**src/rtl/mavg_sequencer.sv**
```systemverilog
// Sample sequencer / config controller in front of the moving-average datapath (optional MAVG_SEQ_UNDERRUN_CNT_EN).
// Latency: accepted sample strobed on the next rate tick (>=1 clk); avg_done rise -> result 1 clk later.
// Backpressure: one-entry hold, sample_ready low while hold full unless a RUN tick drains it; ena low freezes all.
module mavg_sequencer #(
    parameter int DATA_W = 10,
    parameter int DIV_W  = 16
) (
    input  logic              clk,
    input  logic              rst_n,
    input  logic              ena,
    input  logic [DATA_W-1:0] sample_in,
    input  logic              sample_valid,
    output logic              sample_ready,
    input  logic [DIV_W-1:0]  rate_div,
    input  logic [1:0]        filter_select,
    output logic [DATA_W-1:0] avg_data,
    output logic              avg_strobe,
    output logic [1:0]        avg_filter_select,
    input  logic [DATA_W-1:0] avg_result,
    input  logic              avg_done,
    output logic [DATA_W-1:0] result,
    output logic              result_valid,
    output logic              settled,
    output logic [7:0]        underrun_cnt
);
    typedef enum logic [1:0] {PRIME = 2'd0, RUN = 2'd1, RECONF = 2'd2} state_t;

    state_t            state_q, state_d;
    logic              started_q;
    logic [DIV_W-1:0]  tick_cnt_q;
    logic              hold_vld;
    logic [DATA_W-1:0] hold_dat, last_dat;
    logic [4:0]        prime_cnt_q, prime_cnt_d;
    logic              prime_lo_q, prime_lo_d;
    logic              done_q, strobe_q, result_vld_q;
    logic              tick, run_tick, consume, accept, sel_change, done_rise;
    logic              prime_strobe, prime_last;

    // started_q keeps the first post-reset edge quiet so the counter can load rate_div there
    assign tick         = started_q && (tick_cnt_q == '0);
    assign run_tick     = tick && (state_q == RUN);
    assign consume      = run_tick && hold_vld;
    assign sel_change   = (filter_select != avg_filter_select);
    assign sample_ready = ena && started_q && (!hold_vld || consume);
    assign accept       = sample_valid && sample_ready;
    assign done_rise    = avg_done && !done_q;
    assign avg_strobe   = strobe_q && ena;
    assign result_valid = result_vld_q && ena;

    always_comb begin
        state_d      = state_q;
        prime_cnt_d  = prime_cnt_q;
        prime_lo_d   = prime_lo_q;
        prime_strobe = 1'b0;
        prime_last   = 1'b0;
        case (state_q)
            PRIME: begin
                if (started_q) begin
                    if (!prime_lo_q) begin
                        prime_strobe = 1'b1;
                        prime_lo_d   = 1'b1;
                    end else begin
                        // select changes are only honoured at the end of a high/low pair
                        prime_lo_d = 1'b0;
                        if (sel_change) begin
                            state_d = RECONF;
                        end else if (prime_cnt_q == 5'd1) begin
                            state_d    = RUN;
                            prime_last = 1'b1;
                        end else begin
                            prime_cnt_d = prime_cnt_q - 5'd1;
                        end
                    end
                end
            end
            RUN: begin
                if (sel_change) state_d = RECONF;
            end
            RECONF: begin
                state_d     = PRIME;
                prime_cnt_d = 5'd2 << filter_select;
                prime_lo_d  = 1'b0;
            end
            default: state_d = PRIME;
        endcase
    end

    always_ff @(posedge clk or negedge rst_n) begin
        if (!rst_n) begin
            state_q           <= PRIME;
            started_q         <= 1'b0;
            tick_cnt_q        <= '0;
            hold_vld          <= 1'b0;
            hold_dat          <= '0;
            last_dat          <= '0;
            prime_cnt_q       <= 5'd2;
            prime_lo_q        <= 1'b0;
            done_q            <= 1'b0;
            strobe_q          <= 1'b0;
            result_vld_q      <= 1'b0;
            avg_data          <= '0;
            avg_filter_select <= 2'b00;
            result            <= '0;
            settled           <= 1'b0;
        end else if (ena) begin
            started_q   <= 1'b1;
            tick_cnt_q  <= (!started_q || tick) ? rate_div : tick_cnt_q - DIV_W'(1);
            state_q     <= state_d;
            prime_cnt_q <= prime_cnt_d;
            prime_lo_q  <= prime_lo_d;
            done_q      <= avg_done;
            strobe_q    <= prime_strobe || run_tick;
            if (prime_strobe || (run_tick && !hold_vld)) begin
                avg_data <= last_dat;
            end else if (consume) begin
                avg_data <= hold_dat;
                last_dat <= hold_dat;
            end
            if (accept) begin
                hold_vld <= 1'b1;
                hold_dat <= sample_in;
            end else if (consume) begin
                hold_vld <= 1'b0;
            end
            if (state_q == RECONF) begin
                avg_filter_select <= filter_select;
                settled           <= 1'b0;
            end else if (prime_last) begin
                settled <= 1'b1;
            end
            // results produced while the window is being re-primed are stale
            result_vld_q <= done_rise && (state_q == RUN);
            if (done_rise && (state_q == RUN)) result <= avg_result;
        end else begin
            strobe_q     <= 1'b0;
            result_vld_q <= 1'b0;
        end
    end

`ifdef MAVG_SEQ_UNDERRUN_CNT_EN
    logic [7:0] underrun_q;
    always_ff @(posedge clk or negedge rst_n) begin
        if (!rst_n) begin
            underrun_q <= 8'd0;
        end else if (ena && run_tick && !hold_vld && (underrun_q != 8'hFF)) begin
            underrun_q <= underrun_q + 8'd1;
        end
    end
    assign underrun_cnt = underrun_q;
`else
    assign underrun_cnt = 8'd0;
`endif
endmodule

```
**config.mk**
```make
export PLATFORM = sky130hd
export DESIGN_NAME = mavg_sequencer
export DESIGN_NICKNAME = d
export VERILOG_FILES = /design/src/rtl/mavg_sequencer.sv
export SDC_FILE = /design/constraint.sdc
export NUM_CORES = 1
export LEC_CHECK = 0
export BUFFER_PORTS_ARGS = -buffer_cell sky130_fd_sc_hd__buf_2
export CORE_MARGIN = 2
export CORE_UTILIZATION = 35
export CTS_BUF_LIST = sky130_fd_sc_hd__clkbuf_8
export DETAILED_ROUTE_END_ITERATION = 16
export GPL_TIMING_DRIVEN = 0
export PLACE_DENSITY = 0.54
export SLEW_MARGIN = 20
export SYNTH_ARGS = -nofsm -noshare
export SYNTH_HDL_FRONTEND = slang
export SYNTH_SLANG_ARGS = --single-unit
```
**constraint.sdc**
```tcl
create_clock -name clk -period 2.1 [get_ports clk]
set_input_delay 0.42 -clock clk [delete_from_list [all_inputs] [get_ports clk]]
set_output_delay 0.42 -clock clk [all_outputs]
set_load 0.05 [all_outputs]
```
==> results of run 1 <==
==> what timing repair did <==
item	in CTS	in global routing
setup buffers	22	8
pin swaps	12	18
hold buffers	0	0
resized for setup	55	33
setup endpoints to repair	50	58
cloned	3	1
==> metal layers <==
metal / global-route usage (%) / vias to the layer above / share of wire (%)
met5: 0 / - / 0
met2: 30.1 / 86 / 48
met1: 24.2 / 1580 / 45
met3: 3.50 / 21 / 4.9
li1: - / 1501 / -
met4: 8.97 / 0 / 2.6
==> stage by stage <==
step           total power, mW  utilization, %  instance area, um2  TNS (ps)
2_1_floorplan             3.33               -                3840         0
3_5_place_dp              3.86            40.8                4380    -12360
3_3_place_gp              3.81            40.5                4350    -11560
6_report                  5.27            47.5                5110     -3340
4_1_cts                   5.17            46.4                4980     -5900
5_1_grt                   5.63            47.5                5110     -6510
==> flip-flops by register name, indices dropped and copies added (netlist names), 2 cells and up <==
signal	cells
avg_data	10
avg_filter_select	2
hold_dat	10
last_dat	10
prime_cnt_q	5
result	10
state_q	2
tick_cnt_q	16
==> final cells by class <==
| class | count | area, um2 | share of cell area [%] |
|---|---|---|---|
| multi-input combinational | 244 | 2030 | 39.7 |
| sequential | 72 | 1810 | 35.4 |
| timing repair buffer | 100 | 703 | 13.8 |
| tap | 140 | 175 | 3.43 |
| buffer | 22 | 159 | 3.11 |
| clock buffer | 11 | 151 | 2.96 |
| inverter | 14 | 52.6 | 1.03 |
| clock inverter | 5 | 32.5 | 0.637 |
==> worst register-to-register path, stage by stage (launching register included) <==
cell	delay, ps
dfrtp_2	460
nor4_4	340
nand2b_1	110
o31a_1	340
buf_4	150
nor3b_4	280
buf_6	200
mux2_4	310
==> logic make-up (layout without fill, tap and decap cells) <==
family / after synthesis / in the layout / share of synthesized area (%)
flip-flops: 72 / 72 / 47.3
AND/OR/NAND/NOR: 91 / 91 / 14.4
other: 1 / 8 / 0.0984
XOR/XNOR: 2 / 2 / 0.460
AO/OA/AOI/OAI: 93 / 93 / 17.0
buffers and inverters: 39 / 152 / 5.22
multiplexers: 47 / 47 / 14.6
adder cells (fa/ha/maj): 3 / 3 / 0.985
==> worst min-delay path by stage <==
stage | endpoint | cells past startpoint
2_1_floorplan | avg_data[0] | 0
5_1_grt | started_q | 1
3_3_place_gp | result[0] | 1
4_1_cts | started_q | 1
6_report | result[4] | 1
3_5_place_dp | result[4] | 1
==> power breakdown <==
| group | switching, mW | total [mW] | internal, mW |
|---|---|---|---|
| sequential | 0.343 | 2.03 | 1.69 |
| combinational | 1.33 | 2.19 | 0.866 |
| clock | 0.559 | 1.05 | 0.489 |
==> layout by cell type (no fill, tap or decap), types with 4 or more instances in the layout <==
master	Yosys	layout
dfrtp_1	71	68
buf_2	3	66
mux2_4	9	29
buf_4	11	28
a21oi_1	24	24
nand2_1	22	22
o21ai_0	19	15
nor2_1	18	14
inv_1	14	13
buf_6	1	13
a22o_1	12	12
mux2_2	32	12
clkbuf_8	0	11
a221o_1	10	10
conb_1	1	8
nand3_1	7	7
nor3_1	8	7
mux2i_1	6	6
nand2b_1	5	5
nand4_1	5	5
clkbuf_1	10	4
a31oi_1	4	4
==> results.json, run 1 <==
{
  "cts.clk_slew.worst_paths_ps": 80,
  "hp-class": "input pin to async pin",
  "netlist_top_cells_count": "dfrtp_1 (71), mux2_2 (32), a21oi_1 (24)",
  "finalCritPeriodShare_pct": 110,
  "viasPerCell": 5.24,
  "drt_wl_total_um": 10300,
  "worstPathCellList": "nor4_4 > nand2b_1 > o31a_1 > nor2_2 > buf_6",
  "crit_slowest_cell": "dfrtp_2",
  "path_max_fanout": 5,
  "drv_slew": 0,
  "grt_pass1_vias": 3270,
  "synth.top_cell.area_share_pct": 46.6,
  "cp.arrival_ps": 1900,
  "ys.flop_type": "dfrtp_1",
  "crit_buf_inv": 1,
  "overflow": 0,
  "io_pins": 77,
  "setup.worst_path.end": "sample_ready",
  "ys_top_cells_by_area": "dfrtp_1 (47%), mux2_2 (9.5%), mux2_4 (3.5%)",
  "crit_path_end_kind": "output port",
  "min_period_ps": 2320,
  "synth.most_common_cell": "dfrtp_1",
  "hold_ws_ps": 4.45,
  "worstReg2RegStart": "tick_cnt_q[12]",
  "cts_tree": "built",
  "die_area_um2": 11700,
  "startpoint": "tick_cnt_q[12]",
  "worstReg2RegEnd": "hold_dat[5]",
  "worst_pin_slew_ps": 547,
  "maxCapViolations": 0,
  "crit_path_start_kind": "flip-flop",
  "gp_congestion": 0.836,
  "setup_violations": 32,
  "reg2reg_slack_ps": -200,
  "rsz0062_at_grt": "true",
  "clock_skew_ps": 9.49,
  "drt_pass1_iterations": 4,
  "r2r_cells": 7,
  "ir_drop_mv": 0.441,
  "post-place-ws_ps": -400,
  "final_nets": 509,
  "path_depth": 5,
  "crit_family": "simple AND/OR/NAND/NOR gates",
  "dp_hpwl_um": 6570,
  "dp_cells": 563,
  "grt.total_usage_pct": 18.7,
  "cts_buffers": 9,
  "root_buffer": "clkbuf_8",
  "ant_nets": 0,
  "power_leakage_nw": 2.50,
  "grt_first_pass_wirelength_um": 16800,
  "syn_avg_cell_area_um2": 11.0,
  "worst_slack_ps": -217,
  "die_x_um": 108,
  "outcome": "complete, but fails checks",
  "ys_ff_latch": 72,
  "ys_seq_area_share_pct": 47.3,
  "finalHoldViolCount": 0,
  "power.density_nw_per_um2": 1030,
  "cpPeakStageDelay_ps": 460,
  "synth-edff-count": 0,
  "coreArea_um2": 10700,
  "synthArstFlopShare_pct": 100,
  "start_util_pct": 35.5,
  "postSynthCellCount": 348,
  "synth_cell_types": 56,
  "wire_per_inst_um": 16.9,
  "drc": 0,
  "cp_data_required_time_ps": 1680,
  "diodes": 0,
  "areaGrowthSynthToFinish_pct": 34.0,
  "clk_path_buf_depth": 2,
  "grt_antenna_before_repair": 0,
  "die_h_um": 108,
  "num_vias": 3188,
  "clk_latency_ps": 360,
  "drtIter0Drc": 156,
  "synth_top_area_cell": "dfrtp_1",
  "h-tree-depth": 3,
  "violations": "negative setup slack",
  "slew_headroom_pct": 63.5,
  "critPathKind": "flip-flop to output port",
  "netlist_area_um2": 3810,
  "fin_cells": 608,
  "synth_warnings": 0,
  "clkSinkCount": 72,
  "rows": 38,
  "drive_above_1_share_pct": 43.4,
  "grt_max_degree": 44,
  "fill_cells": 1059,
  "fmax_ghz": 0.432,
  "portBuffers": 67
}
No activity file was read; power rests on OpenSTA's default activity.
==> inputs of run 2 (changes only) <==
--- a/config.mk
+++ b/config.mk
@@ -6,6 +6,7 @@
 export NUM_CORES = 1
 export LEC_CHECK = 0
 export BUFFER_PORTS_ARGS = -buffer_cell sky130_fd_sc_hd__buf_2
+export CORE_ASPECT_RATIO = 1.4
 export CORE_MARGIN = 2
 export CORE_UTILIZATION = 35
 export CTS_BUF_LIST = sky130_fd_sc_hd__clkbuf_8
==> results.json, run 2 (same netlist as run 1, synthesis figures left out) <==
{
  "outcome": "complete, but fails checks",
  "violations": "negative hold slack, negative setup slack",
  "min_period_ps": 2340,
  "diodes": 0,
  "setup_violations": 23,
  "cp_data_required_time_ps": 1680,
  "drtIter0Drc": 110,
  "io_pins": 77,
  "die_h_um": 127,
  "drt_wl_total_um": 10300,
  "crit_path_start_kind": "flip-flop",
  "rows": 45,
  "rsz0062_at_grt": "true",
  "coreArea_um2": 10800,
  "final_nets": 512,
  "clock_skew_ps": 12.8,
  "worst_slack_ps": -238,
  "worstPathCellList": "nor2_2 > nand4_4 > o31a_1 > nor2_2 > buf_6",
  "reg2reg_slack_ps": -130,
  "maxCapViolations": 0,
  "design_area_um2": 5080,
  "post-route-util_pct": 47.3,
  "power_leakage_nw": 2.51,
  "ir_drop_mv": 0.493,
  "cp.arrival_ps": 1920,
  "start_util_pct": 35.4,
  "root_buffer": "clkbuf_8",
  "crit_slowest_cell": "dfrtp_1",
  "grt_antenna_before_repair": 0,
  "critPathKind": "flip-flop to output port",
  "drc": 0,
  "num_vias": 3188,
  "grt_max_degree": 43,
  "wire_per_inst_um": 16.8,
  "viasPerCell": 5.21,
  "portBuffers": 67,
  "power.density_nw_per_um2": 1040,
  "die_area_um2": 11800,
  "finalCritPeriodShare_pct": 111,
  "gp_congestion": 0.814,
  "hp-class": "input pin to async pin",
  "worst_pin_slew_ps": 735,
  "fmax_ghz": 0.428,
  "largest_register_ff_count": 16,
  "die_x_um": 92.2,
  "drt_pass1_iterations": 4,
  "worstReg2RegEnd": "hold_dat[4]",
  "cts.clk_slew.worst_paths_ps": 90,
  "ant_nets": 0,
  "post-place-ws_ps": -437,
  "cts_tree": "built",
  "drive_above_1_share_pct": 43.5,
  "areaGrowthSynthToFinish_pct": 33.4,
  "overflow": 0,
  "cpPeakStageDelay_ps": 480,
  "grt_first_pass_wirelength_um": 16600,
  "dp_hpwl_um": 6680,
  "clk_latency_ps": 360,
  "cts_buffers": 9,
  "grt.total_usage_pct": 18.1,
  "timing.critical_path.mode_cell": "nor2_2",
  "crit_path_end_kind": "output port",
  "ctsHoldBuffers": 0,
  "clk_path_buf_depth": 2,
  "clkSinkCount": 72,
  "h-tree-depth": 3,
  "path_max_fanout": 6,
  "hold_ws_ps": -2.32,
  "mostFrequentLayoutCells": "buf_2 (68), dfrtp_1 (68), buf_4 (36)",
  "postPlaceCellArea_um2": 4380,
  "finalHoldViolCount": 4,
  "fin_setup_tns_ps": -1810,
  "grt_pass1_vias": 3174,
  "slew_headroom_pct": 50.3,
  "worstReg2RegStart": "tick_cnt_q[9]",
  "top_register": "tick_cnt_q",
  "r2r_cells": 7,
  "drv_slew": 0
}
[run 2: cell count changes in the layout (fill, tap and decap cells not counted), sizes merged]
cell and delta:
buf +4, bufinv +1, clkbuf -2
[run 2: what timing repair did]
| item | 4_1_cts | 5_1_grt |
|---|---|---|
| gates resized for setup | 54 | 17 |
| cloned | 2 | 1 |
| pin swaps | 11 | 10 |
| setup buffers | 25 | 8 |
| endpoints found under the setup margin | 59 | 43 |
[run 2: layer usage]
layer / share of wire [%] / GRT usage (%) / wire, um
met4: 1.6 / 7.99 / 160
met2: 52 / 31.0 / 5370
met3: 4.1 / 2.54 / 423
met5: 0 / 0 / 0
met1: 42 / 22.7 / 4320
[run 2: stage by stage]
step / hold slack [ps] / power (mW) / cells
final: -2.32 / 5.31 / 612
after global routing: 23.1 / 5.63 / 612
after CTS: 6.72 / 5.27 / 607
after detailed placement: 400 / 3.84 / 564
after global placement: 485 / 3.80 / 563
after floorplan: 124 / 3.33 / 355
[run 2: layout make-up]
type / count / area, um2
multi-input combinational: 244 / 2010
inverter: 14 / 52.6
fill: 1026 / 5670
sequential: 72 / 1810
tap: 141 / 176
timing repair buffer: 101 / 654
buffer: 24 / 174
clock inverter: 6 / 67.6
clock buffer: 10 / 138
[run 2: power breakdown]
| part | switching, mW | internal [mW] | leakage, nW |
|---|---|---|---|
| logic | 1.32 | 0.826 | 1.47 |
| registers | 0.319 | 1.69 | 0.941 |
| clock network | 0.574 | 0.585 | 0.0989 |
| total | 2.21 | 3.10 | 2.51 |
[run 2: critical path, delay by kind of cell, from the launching register on]
| kind | cells | cell delay (ps) |
|---|---|---|
| simple gates | 3 | 550 |
| compound gates | 1 | 350 |
| buf+inv | 1 | 180 |
| flops | 1 | 480 |
[run 2: how the worst max path moves through the flow]
| stage | from | endpoint | slack [ps] | cells after the start |
|---|---|---|---|---|
| 2_1_floorplan | tick_cnt_q[0] | sample_ready | 3 | 6 |
| 3_5_place_dp | ena | avg_strobe | -440 | 5 |
| 5_1_grt | tick_cnt_q[4] | sample_ready | -290 | 5 |
| 4_1_cts | tick_cnt_q[3] | sample_ready | -250 | 5 |
| 3_3_place_gp | ena | avg_strobe | -440 | 5 |
| 6_report | tick_cnt_q[9] | sample_ready | -240 | 5 |
